### src/rtl/mem_stage_pkg.sv
// ---------------------------------------------------------------------------
// mem_stage_pkg
// Shared definitions for the memory-access stage and its lane aligner:
//   - memory operation encodings carried on i_memop (MEMOP_NONE..MEMOP_SW)
//   - stage FSM state encoding
//   - register-file address / data widths
//   - small helpers that classify an operation
// ---------------------------------------------------------------------------
package mem_stage_pkg;

    localparam int REG_ADDR_W = 5;
    localparam int REG_W      = 32;

    localparam logic [3:0] MEMOP_NONE = 4'd0;
    localparam logic [3:0] MEMOP_LB   = 4'd1;
    localparam logic [3:0] MEMOP_LH   = 4'd2;
    localparam logic [3:0] MEMOP_LW   = 4'd3;
    localparam logic [3:0] MEMOP_LBU  = 4'd4;
    localparam logic [3:0] MEMOP_LHU  = 4'd5;
    localparam logic [3:0] MEMOP_SB   = 4'd6;
    localparam logic [3:0] MEMOP_SH   = 4'd7;
    localparam logic [3:0] MEMOP_SW   = 4'd8;

    typedef enum logic {
        ST_IDLE = 1'b0,
        ST_BUS  = 1'b1
    } state_t;

    function automatic logic is_load(input logic [3:0] op);
        return op inside {MEMOP_LB, MEMOP_LH, MEMOP_LW, MEMOP_LBU, MEMOP_LHU};
    endfunction

    function automatic logic is_store(input logic [3:0] op);
        return op inside {MEMOP_SB, MEMOP_SH, MEMOP_SW};
    endfunction

    // Halfword accesses need an even address, word accesses a word-aligned one.
    function automatic logic is_misaligned(input logic [3:0] op, input logic [1:0] a);
        logic half_op;
        logic word_op;
        half_op = op inside {MEMOP_LH, MEMOP_LHU, MEMOP_SH};
        word_op = op inside {MEMOP_LW, MEMOP_SW};
        return (half_op && a[0]) || (word_op && (a != 2'b00));
    endfunction

endpackage

### src/rtl/mem_stage_lsu_align.sv
// ---------------------------------------------------------------------------
// mem_stage_lsu_align
// Purely combinational byte-lane aligner (the lsu_align unit), shared with
// the future cache.
//   op     in  4   memory operation (mem_stage_pkg MEMOP_*)
//   a      in  2   byte offset within the word
//   sdata  in  32  store data (rs2)
//   rdata  in  32  raw word returned by the bus
//   wmask  out 4   byte-enable mask for stores (0 for anything else)
//   wdata  out 32  lane-replicated store data
//   ldata  out 32  extracted and extended load result
// Low offset bits that do not matter for the access width are ignored, so a
// misaligned halfword/word access is silently truncated.
// ---------------------------------------------------------------------------
module mem_stage_lsu_align
    import mem_stage_pkg::*;
(
    input  logic [3:0]  op,
    input  logic [1:0]  a,
    input  logic [31:0] sdata,
    input  logic [31:0] rdata,
    output logic [3:0]  wmask,
    output logic [31:0] wdata,
    output logic [31:0] ldata
);

    logic [7:0]  ld_byte;
    logic [15:0] ld_half;

    // Store side: every lane carries a copy of the data so the mask alone
    // decides which bytes the slave updates.
    always_comb begin
        wmask = 4'b0000;
        wdata = sdata;
        case (op)
            MEMOP_SB: begin
                wmask = 4'b0001 << a;
                wdata = {4{sdata[7:0]}};
            end
            MEMOP_SH: begin
                wmask = a[1] ? 4'b1100 : 4'b0011;
                wdata = {2{sdata[15:0]}};
            end
            MEMOP_SW: begin
                wmask = 4'b1111;
                wdata = sdata;
            end
            default: ;
        endcase
    end

    // Load side: pick the addressed lane, then sign- or zero-extend it.
    always_comb begin
        case (a)
            2'd1:    ld_byte = rdata[15:8];
            2'd2:    ld_byte = rdata[23:16];
            2'd3:    ld_byte = rdata[31:24];
            default: ld_byte = rdata[7:0];
        endcase
        ld_half = a[1] ? rdata[31:16] : rdata[15:0];
        ldata   = rdata;
        case (op)
            MEMOP_LB:  ldata = {{24{ld_byte[7]}}, ld_byte};
            MEMOP_LBU: ldata = {24'd0, ld_byte};
            MEMOP_LH:  ldata = {{16{ld_half[15]}}, ld_half};
            MEMOP_LHU: ldata = {16'd0, ld_half};
            default:   ldata = rdata;
        endcase
    end

endmodule

### src/rtl/mem_stage.sv
// ---------------------------------------------------------------------------
// mem_stage
// Memory-access stage of the RISC-V pipeline with the MEM/WB latch folded in.
// ALU results pass to the register file after one cycle; loads and stores run
// a request/acknowledge bus transaction while stall_req freezes upstream.
//   clk, rst                      clock, asynchronous active-high reset
//   i_wd, i_wreg, i_wdata         writeback request from EX/MEM
//   i_memop, i_maddr, i_sdata     memory operation, address, store data
//   stall_req                     hold upstream stages and the EX/MEM latch
//   bus_req/we/addr/wmask/wdata   registered bus request (word address)
//   bus_rdata, bus_ack            bus response
//   wb_we, wb_waddr, wb_wdata     registered register-file write port
//   misalign_exc                  only with MEM_MISALIGN_TRAP_EN: one-cycle
//                                 pulse for a misaligned access, which is
//                                 then dropped without a bus transaction
// Optional feature macro: MEM_MISALIGN_TRAP_EN (undefined = truncate the
// low address bits and perform the access anyway).
// ---------------------------------------------------------------------------
module mem_stage
    import mem_stage_pkg::*;
#(
    parameter int ADDR_W = 32,
    parameter int DATA_W = 32
)
(
    input  logic                  clk,
    input  logic                  rst,
    input  logic                  i_wd,
    input  logic [REG_ADDR_W-1:0] i_wreg,
    input  logic [DATA_W-1:0]     i_wdata,
    input  logic [3:0]            i_memop,
    input  logic [ADDR_W-1:0]     i_maddr,
    input  logic [DATA_W-1:0]     i_sdata,
    output logic                  stall_req,
    output logic                  bus_req,
    output logic                  bus_we,
    output logic [ADDR_W-1:0]     bus_addr,
    output logic [3:0]            bus_wmask,
    output logic [DATA_W-1:0]     bus_wdata,
    input  logic [DATA_W-1:0]     bus_rdata,
    input  logic                  bus_ack,
    output logic                  wb_we,
    output logic [REG_ADDR_W-1:0] wb_waddr,
    output logic [DATA_W-1:0]     wb_wdata
`ifdef MEM_MISALIGN_TRAP_EN
    ,
    output logic                  misalign_exc
`endif
);

    state_t      state;
    state_t      next_state;
    logic [1:0]  addr_lo;
    logic [1:0]  align_a;
    logic        op_load;
    logic        op_store;
    logic        op_mem;
    logic        misalign;
    logic        start;
    logic [3:0]  st_mask;
    logic [31:0] st_data;
    logic [31:0] ld_data;

    assign op_load  = is_load(i_memop);
    assign op_store = is_store(i_memop);
    assign op_mem   = op_load || op_store;

`ifdef MEM_MISALIGN_TRAP_EN
    assign misalign = is_misaligned(i_memop, i_maddr[1:0]);
`else
    assign misalign = 1'b0;
`endif

    assign start = (state == ST_IDLE) && op_mem && !misalign;

    // bus_addr has its low bits cleared, so the load lane offset is kept
    // separately; stores are prepared from the live address in IDLE.
    assign align_a = (state == ST_BUS) ? addr_lo : i_maddr[1:0];

    mem_stage_lsu_align u_align (
        .op    (i_memop),
        .a     (align_a),
        .sdata (i_sdata),
        .rdata (bus_rdata),
        .wmask (st_mask),
        .wdata (st_data),
        .ldata (ld_data)
    );

    always_ff @(posedge clk or posedge rst) begin
        if (rst) begin
            state <= ST_IDLE;
        end else begin
            state <= next_state;
        end
    end

    // stall_req is combinational so upstream freezes in the same cycle the
    // operation is seen, and releases in the cycle the acknowledge arrives.
    always_comb begin
        next_state = state;
        stall_req  = 1'b0;
        case (state)
            ST_IDLE: begin
                if (start) begin
                    stall_req  = 1'b1;
                    next_state = ST_BUS;
                end
            end
            ST_BUS: begin
                stall_req = !bus_ack;
                if (bus_ack) begin
                    next_state = ST_IDLE;
                end
            end
            default: next_state = ST_IDLE;
        endcase
    end

    // Bus request and writeback registers. A memory op leaves a bubble on the
    // write port until its acknowledge; bus fields other than req/wmask keep
    // their last values after completion.
    always_ff @(posedge clk or posedge rst) begin
        if (rst) begin
            bus_req   <= 1'b0;
            bus_we    <= 1'b0;
            bus_addr  <= '0;
            bus_wmask <= 4'b0000;
            bus_wdata <= '0;
            addr_lo   <= 2'b00;
            wb_we     <= 1'b0;
            wb_waddr  <= '0;
            wb_wdata  <= '0;
        end else begin
            case (state)
                ST_IDLE: begin
                    if (start) begin
                        bus_req   <= 1'b1;
                        bus_we    <= op_store;
                        bus_addr  <= {i_maddr[ADDR_W-1:2], 2'b00};
                        bus_wmask <= st_mask;
                        bus_wdata <= st_data;
                        addr_lo   <= i_maddr[1:0];
                        wb_we     <= 1'b0;
                    end else if (op_mem) begin
                        wb_we <= 1'b0;
                    end else begin
                        wb_we    <= i_wd;
                        wb_waddr <= i_wreg;
                        wb_wdata <= i_wdata;
                    end
                end
                ST_BUS: begin
                    if (bus_ack) begin
                        bus_req   <= 1'b0;
                        bus_wmask <= 4'b0000;
                        if (op_load) begin
                            wb_we    <= i_wd;
                            wb_waddr <= i_wreg;
                            wb_wdata <= ld_data;
                        end else begin
                            wb_we <= 1'b0;
                        end
                    end else begin
                        wb_we <= 1'b0;
                    end
                end
                default: wb_we <= 1'b0;
            endcase
        end
    end

`ifdef MEM_MISALIGN_TRAP_EN
    // One-cycle exception pulse; the offending op is consumed without a bus
    // transaction because start stays low for it.
    always_ff @(posedge clk or posedge rst) begin
        if (rst) begin
            misalign_exc <= 1'b0;
        end else begin
            misalign_exc <= (state == ST_IDLE) && op_mem && misalign;
        end
    end
`endif

endmodule
### config.mk
export PLATFORM = sky130hd
export DESIGN_NAME = mem_stage
export DESIGN_NICKNAME = d
export VERILOG_FILES = /design/src/rtl/mem_stage_pkg.sv /design/src/rtl/mem_stage_lsu_align.sv /design/src/rtl/mem_stage.sv
export SDC_FILE = /design/constraint.sdc
export NUM_CORES = 1
export LEC_CHECK = 0
export BUFFER_PORTS_ARGS = -buffer_cell sky130_fd_sc_hd__buf_4
export CAP_MARGIN = 20
export CORE_MARGIN = 2
export CORE_UTILIZATION = 48
export CTS_BUF_LIST = sky130_fd_sc_hd__clkbuf_16
export CTS_CLUSTER_DIAMETER = 100
export CTS_CLUSTER_SIZE = 30
export DETAILED_ROUTE_END_ITERATION = 10
export HOLD_SLACK_MARGIN = 0.05
export PLACE_DENSITY = 0.83
export SLEW_MARGIN = 10
export SYNTH_ARGS = -nofsm -noshare
export SYNTH_HDL_FRONTEND = slang
export SYNTH_HIERARCHICAL = 1
export SYNTH_SLANG_ARGS = --single-unit
### constraint.sdc
create_clock -name clk -period 5.3 [get_ports clk]
set_input_delay 1.59 -clock clk [delete_from_list [all_inputs] [get_ports clk]]
set_output_delay 1.59 -clock clk [all_outputs]
set_load 0.01 [all_outputs]
==> results of run 1 <==
-- through the flow --
stage,utilization,instance area [um^2],setup WS (ns),hold WS (ns),std cells
2_1_floorplan,-,5870,0.836,0.475,480
3_3_place_gp,0.645,7710,1.06,0.460,837
3_5_place_dp,0.645,7710,0.993,0.478,837
4_1_cts,0.676,8080,0.989,0.495,853
5_1_grt,0.676,8080,0.930,0.506,853
6_report,0.676,8080,0.997,0.488,853
-- routing by layer --
metal,global-route usage,part of all wire,routed length (um),up-vias
li1,-,-,-,2154
met1,0.309,0.40,6680,2316
met2,0.423,0.51,8480,168
met3,0.0455,0.050,824,38
met4,0.119,0.036,602,0
met5,0,0,0,-
-- where the power goes --
part           internal (mW)  total (mW)  leakage [nW]  switching, mW
Clock                  0.513       0.833         0.182          0.320
Combinational          0.726        1.27          2.39          0.541
Sequential              1.10        1.24          1.29          0.142
Total                   2.34        3.34          3.86           1.00
-- how the worst max path moves through the flow --
stage | to | slack, ns | cells past startpoint
floorplan | addr_lo[0]$_DFFE_PP0P_ | 0.84 | 1
global placement | stall_req | 1.06 | 5
detailed placement | stall_req | 0.99 | 5
CTS | stall_req | 0.99 | 5
global route | stall_req | 0.93 | 5
finish | stall_req | 1.0 | 5
-- flip-flops by register name, summed over array words and instances, names as in the netlist --
name	cells
bus_req	1
bus_addr	30
wb_wdata	32
state	1
bus_we	1
bus_wdata	32
addr_lo	2
wb_waddr	5
wb_we	1
bus_wmask	4
-- cells by family after synthesis --
| kind of cell | synth area share |
|---|---|
| other cells | 0.000639 |
| buf+inv | 0.0497 |
| compound gates | 0.0847 |
| simple gates | 0.0665 |
| flops | 0.465 |
| mux | 0.332 |
| xor+xnor | 0.00149 |
-- cells in the mapped netlist (all sizes together), types with 2 or more instances --
library cell / count / area (um^2)
mux4: 7 / 158
nor2b: 6 / 37.5
inv: 5 / 18.8
mux2: 152 / 1710
buf: 34 / 235
nor3: 3 / 15.0
nand2b: 2 / 20.0
and2: 2 / 12.5
a21oi: 18 / 101
o21ai: 16 / 91.3
nand2: 43 / 161
nor2: 15 / 56.3
mux2i: 8 / 80.1
a221o: 8 / 80.1
o31ai: 3 / 22.5
nand3b: 3 / 22.5
dfrtp: 109 / 2730
o31a: 2 / 17.5
clkbuf: 9 / 33.8
o21bai: 2 / 18.8
a21o: 19 / 143
-- worst register-to-register path: cells and delay by family (launching register included) --
| family | cells | cell delay (ns) |
|---|---|---|
| and+or+nand+nor | 1 | 0.23 |
| AOI/OAI and AO/OA | 2 | 0.41 |
| muxes | 4 | 1.77 |
| DFF | 1 | 0.33 |
| buffers and inverters | 1 | 0.45 |
-- placed cells by master (no fill, tap or decap), drive strengths merged, types with 4 or more instances in the layout --
master    n
a21o     19
inv       6
bufinv    4
dfrtp   109
nor2b     6
a221o     8
mux2i     8
buf     253
o21ai    16
clkbuf    9
nor2     15
mux4      7
a21oi    18
mux2    152
nand2    43
-- area by class of cell --
class / count / area, um^2 / share of cell area
timing repair buffer: 253 / 1900 / 0.235
clock inverter: 7 / 145 / 0.0180
sequential: 109 / 2730 / 0.338
clock buffer: 9 / 225 / 0.0279
inverter: 6 / 25.0 / 0.00310
multi-input combinational: 322 / 2880 / 0.356
tap: 147 / 184 / 0.0228
==> impl_metrics.sql, run 1 <==
INSERT INTO impl_metrics (metric_group, metric, value, unit) VALUES
('status', 'status', 'finished clean', ''),
('sta', 'final.min_clock_period', '4.30', 'ns'),
('clock_tree', 'post_cts_buffers', '0', ''),
('route', 'drt_iter0_drcs', '273', ''),
('final_layout', 'ratio_of_cells_with_drive_above_1_in_the_final_layout', '0.591', ''),
('clock_tree', 'clock-root-buffer', 'clkbuf_16', ''),
('critical_path', 'critical_path.top_delay_family', 'simple AND/OR/NAND/NOR gates', ''),
('critical_path', 'cell_by_cell_listing_of_the_critical_path', 'buf_4 > nor4_1 > nor3_2 > a21o_1 > buf_4', ''),
('global_route', 'gr-total-overflow', '0', ''),
('min_path', 'hp-start', 'wb_wdata[2]$_DFFE_PP0P_', ''),
('logic_synthesis', 'area_of_the_mapped_netlist', '5870', 'um^2'),
('clock_tree', 'cts-buffers-inserted', '9', ''),
('sta', 'finalCritPeriodShare', '0.812', ''),
('route', 'drc', '0', ''),
('critical_path', 'cp.arrival', '2.71', 'ns'),
('route', 'routed-via-count', '4676', ''),
('final_layout', 'area_growth_syn_to_layout', '37.7', '%'),
('final_layout', 'layout.nets', '842', ''),
('global_route', 'grt_start_max_net_pins', '75', ''),
('logic_synthesis', 'average_size_of_a_mapped_cell', '12.3', 'um^2'),
('sta', 'worstMarginPinSlew', '0.927', 'ns'),
('clock_tree', 'cts_tree', 'yes', ''),
('logic_synthesis', 'ys_async_sr_fraction', '1.00', ''),
('critical_path', 'peak_per_stage_delay_on_the_critical_path', '0.48', 'ns'),
('placement', 'hpwl_dp', '12300', 'um'),
('die', 'die_w', '115', 'um'),
('logic_synthesis', 'ys_dominant_reg_cell', 'dfrtp_1', ''),
('die', 'num_io_pins', '250', ''),
('critical_path', 'timing.critical_path.to_type', 'output pin', ''),
('placement', 'place_congestion', '0.891', ''),
('global_route', 'grt_antenna_before_repair', '0', ''),
('logic_synthesis', 'synth-seq-cells', '109', ''),
('final_layout', 'antennaDiodeCount', '0', ''),
('sta', 'finalHoldViolCount', '0', ''),
('critical_path', 'timing.reg2reg.setup_slack', '1.99', 'ns'),
('final_layout', 'fillerInstances', '907', ''),
('route', 'wl_per_cell', '19.4', 'um'),
('die', 'fp-row-count', '40', ''),
('clock_tree', 'ctsHtreeMaxLevel', '3', ''),
('power_and_ir_drop', 'peakVddDrop', '0.267', 'mV'),
('logic_synthesis', 'synth_edf_count', '0', ''),
('sta', 'maxSlewViolCount', '0', ''),
('critical_path', 'r2r-start', 'state$_DFF_PP0_', ''),
('critical_path', 'critical_path.startpoint', 'i_memop[0]', ''),
('clock_tree', 'cts_sinks', '109', ''),
('min_path', 'worst_hold_path.endpoint', 'wb_wdata[2]$_DFFE_PP0P_', ''),
('logic_synthesis', 'synth.distinct_cells', '42', ''),
('logic_synthesis', 'synthCells', '479', ''),
('route', 'antenna_violating_nets_left', '0', ''),
('placement', 'placement.io_buffers', '247', ''),
('critical_path', 'crit_slowest_cell', 'nor4_1', ''),
('sta', 'setup_viol_count_final', '0', ''),
('min_path', 'holdPathStages', '1', ''),
('logic_synthesis', 'count_of_synthesis_stage_warnings_from_yosys', '6', ''),
('min_path', 'worst_hold_path_type', 'reg2reg', ''),
('power_and_ir_drop', 'power_density', '413', 'nW/um^2'),
('clock_tree', 'clk_latency_worst_skew_pair', '0.35', 'ns'),
('clock_tree', 'max_clock_buf_depth', '2', ''),
('die', 'fp.dieH', '115', 'um'),
('critical_path', 'worst-endpoint-required', '3.71', 'ns'),
('sta', 'setup_repair_after_global_routing_missed_its_margin', 'false', ''),
('critical_path', 'rr_endpoint', 'wb_wdata[17]$_DFFE_PP0P_', ''),
('clock_tree', 'cts_hold_buf', '0', ''),
('sta', 'fmax', '0.232', 'GHz'),
('critical_path', 'timing.critical_path.fanout_max', '22', ''),
('sta', 'fin_setup_tns', '0', 'ns'),
('clock_tree', 'cts_repair_resize_count', '0', ''),
('die', 'design.die.area', '13100', 'um^2'),
('critical_path', 'r2r_cells', '8', ''),
('global_route', 'gr-usage-all-layers', '0.250', ''),
('clock_tree', 'clk_pin_slew_worst_paths', '0.08', 'ns');
(Power assumes the default switching activity.)
==> run 2: changes to the inputs <==
==> constraint.sdc (replaced) <==
create_clock -name clk -period 4.1 [get_ports clk]
set_input_delay 1.23 -clock clk [delete_from_list [all_inputs] [get_ports clk]]
set_output_delay 1.23 -clock clk [all_outputs]
set_load 0.01 [all_outputs]
==> impl_metrics.sql, run 2 (same netlist as run 1, synthesis figures left out) <==
INSERT INTO impl_metrics (metric_group, metric, value, unit) VALUES
('die', 'die_w', '115', 'um'),
('route', 'drt_iter0_drcs', '266', ''),
('die', 'initial_core_util', '0.491', ''),
('sta', 'setup_repair_after_global_routing_missed_its_margin', 'false', ''),
('status', 'status', 'finished clean', ''),
('critical_path', 'worst-endpoint-required', '2.87', 'ns'),
('placement', 'hpwl_dp', '12500', 'um'),
('die', 'design.die.area', '13100', 'um^2'),
('sta', 'fmax', '0.279', 'GHz'),
('route', 'total_wire_length', '16300', 'um'),
('sta', 'fin_setup_tns', '0', 'ns'),
('route', 'antenna_violating_nets_left', '0', ''),
('clock_tree', 'ctsHtreeMaxLevel', '3', ''),
('power_and_ir_drop', 'peakVddDrop', '0.352', 'mV'),
('min_path', 'worst_hold_path.endpoint', 'bus_req$_DFFE_PP0P_', ''),
('critical_path', 'r2r_cells', '6', ''),
('sta', 'worstMarginPinSlew', '0.883', 'ns'),
('global_route', 'grt_antenna_before_repair', '0', ''),
('global_route', 'first_global_vias', '4949', ''),
('min_path', 'holdPathStages', '1', ''),
('route', 'viasPerCell', '5.47', ''),
('final_layout', 'registers_with_the_most_flip_flops', 'bus_wdata: 32 flops, wb_wdata: 32 flops, bus_addr: 30 flops', ''),
('final_layout', 'antennaDiodeCount', '0', ''),
('power_and_ir_drop', 'netSwitchingPower', '1.28', 'mW'),
('route', 'drc', '0', ''),
('route', 'routed-via-count', '4679', ''),
('critical_path', 'timing.reg2reg.setup_slack', '1.26', 'ns'),
('clock_tree', 'cts_repair_resize_count', '0', ''),
('critical_path', 'crit_slowest_cell', 'nor4_1', ''),
('placement', 'place_congestion', '0.955', ''),
('global_route', 'gr-total-overflow', '0', ''),
('sta', 'finClkSkew', '0.00809', 'ns'),
('clock_tree', 'cts_sinks', '109', ''),
('clock_tree', 'cts-buffers-inserted', '9', ''),
('global_route', 'grt_pass1_wl', '25200', 'um'),
('global_route', 'grt_start_max_net_pins', '74', ''),
('clock_tree', 'clk_latency_worst_skew_pair', '0.35', 'ns'),
('min_path', 'hp-start', 'bus_req$_DFFE_PP0P_', ''),
('critical_path', 'critical_path.top_delay_family', 'simple AND/OR/NAND/NOR gates', ''),
('route', 'dr.pass1.iters', '5', ''),
('final_layout', 'most_frequent_cells_in_the_layout', 'buf_4, mux2_2, dfrtp_1', ''),
('power_and_ir_drop', 'power.leakage', '3.84', 'nW'),
('power_and_ir_drop', 'power.share.sequential', '0.397', ''),
('power_and_ir_drop', 'power_density', '504', 'nW/um^2'),
('critical_path', 'timing.critical_path.mode_cell', 'buf_4', ''),
('final_layout', 'fillerInstances', '902', ''),
('die', 'placeableCoreArea', '12000', 'um^2'),
('power_and_ir_drop', 'power_switching_share', '0.316', ''),
('final_layout', 'final_common_cell', 'buf_4', ''),
('placement', 'pre_cts_ws', '0.544', 'ns'),
('die', 'fp-row-count', '40', ''),
('final_layout', 'layout.nets', '846', ''),
('final_layout', 'area_growth_syn_to_layout', '36.8', '%'),
('clock_tree', 'clk_pin_slew_worst_paths', '0.07', 'ns'),
('run', 'maxCapViolations', '0', ''),
('power_and_ir_drop', 'power.internal', '2.77', 'mW'),
('critical_path', 'worst_setup_sp_type', 'input pin', ''),
('route', 'wl_per_cell', '19.0', 'um'),
('sta', 'timing.slew.headroom', '0.411', ''),
('placement', 'placement.io_buffers', '247', ''),
('critical_path', 'peak_per_stage_delay_on_the_critical_path', '0.47', 'ns'),
('critical_path', 'cell_by_cell_listing_of_the_critical_path', 'buf_4 > nor4_1 > nor3_2 > a21o_1 > buf_4', ''),
('critical_path', 'timing.critical_path.fanout_max', '22', ''),
('sta', 'finalHoldViolCount', '0', ''),
('die', 'num_io_pins', '250', ''),
('critical_path', 'crit_type', 'in2out', ''),
('sta', 'finalCritPeriodShare', '0.874', ''),
('global_route', 'gr-usage-all-layers', '0.247', ''),
('die', 'fp.dieH', '115', 'um'),
('power_and_ir_drop', 'power.share.clock', '0.197', ''),
('sta', 'final.min_clock_period', '3.58', 'ns'),
('critical_path', 'critical_path_buf_inv_count', '2', ''),
('sta', 'final_critical_path_setup_slack', '0.517', 'ns'),
('clock_tree', 'max_clock_buf_depth', '2', ''),
('critical_path', 'timing.critical_path.to_type', 'output pin', ''),
('final_layout', 'ratio_of_cells_with_drive_above_1_in_the_final_layout', '0.588', ''),
('clock_tree', 'cts_tree', 'yes', ''),
('clock_tree', 'post_cts_buffers', '0', ''),
('sta', 'setup_viol_count_final', '0', ''),
('sta', 'maxSlewViolCount', '0', ''),
('clock_tree', 'clock-root-buffer', 'clkbuf_16', ''),
('critical_path', 'rr_endpoint', 'wb_wdata[23]$_DFFE_PP0P_', ''),
('min_path', 'worst_hold_path_type', 'reg2reg', ''),
('critical_path', 'cp.arrival', '2.35', 'ns'),
('clock_tree', 'cts_hold_buf', '0', ''),
('critical_path', 'r2r-start', 'state$_DFF_PP0_', ''),
('power_and_ir_drop', 'power.combinational.fraction', '0.406', '');
-- run 2: changes by cell type in the layout (fill, tap and decap cells not counted), sizes merged --
cell and delta:
buf +4, bufinv -4, clkinvlp +2, inv +2, clkinv -1
-- run 2: worst max path at each step --
| stage | from | endpoint | slack (ns) | cells after the start |
|---|---|---|---|---|
| after floorplan | i_memop[3] | stall_req | 0.52 | 6 |
| after global placement | i_memop[0] | stall_req | 0.60 | 5 |
| after detailed placement | i_memop[0] | stall_req | 0.54 | 5 |
| after CTS | i_memop[0] | stall_req | 0.53 | 5 |
| after global routing | i_memop[0] | stall_req | 0.42 | 5 |
| final | i_memop[0] | stall_req | 0.52 | 5 |
-- run 2: layout make-up --
type                    count  area, um^2  share of cell area
clock buffers               9         225              0.0281
clock inverters             6        32.5             0.00405
multi-input cells         322        2880               0.358
flip-flops and latches    109        2730               0.340
well taps                 147         184              0.0229
inverters                   6        26.3             0.00327
repair buffers            257        1950               0.244
-- run 2: power groups by stage --
stage	registers [mW]	clock network [mW]	logic, mW
6_report	1.61	0.796	1.64
5_1_grt	1.65	0.860	1.75
4_1_cts	1.61	0.811	1.65
3_5_place_dp	1.63	0	1.65
3_3_place_gp	1.60	0	1.61
2_1_floorplan	1.76	0	0.701
-- run 2: worst reg2reg max path, delay by kind of cell, from the launching register on --
family	cells	cell delay, ns
AND/OR/NAND/NOR	2	0.86
flip-flops	1	0.42
buffers and inverters	2	0.93
AO/OA/AOI/OAI	1	0.08
multiplexers	1	0.43
-- run 2: metrics by stage --
step | area [um^2] | hold slack (ns) | std cells | utilization | power [mW]
floorplan | 5880 | 0.475 | 480 | - | 2.46
global placement | 7750 | 0.461 | 840 | 0.648 | 3.21
detailed placement | 7750 | 0.468 | 840 | 0.648 | 3.28
CTS | 8010 | 0.483 | 855 | 0.669 | 4.07
global route | 8030 | 0.501 | 856 | 0.671 | 4.26
finish | 8030 | 0.482 | 856 | 0.671 | 4.04
-- run 2: layer usage --
layer / vias up / wire length, um / part of all wire / global-route usage
li1: 2156 / - / - / -
met1: 2285 / 6400 / 0.39 / 0.299
met2: 197 / 8400 / 0.52 / 0.424
met3: 41 / 923 / 0.057 / 0.0455
met4: 0 / 580 / 0.036 / 0.122
met5: - / 0 / 0 / 0
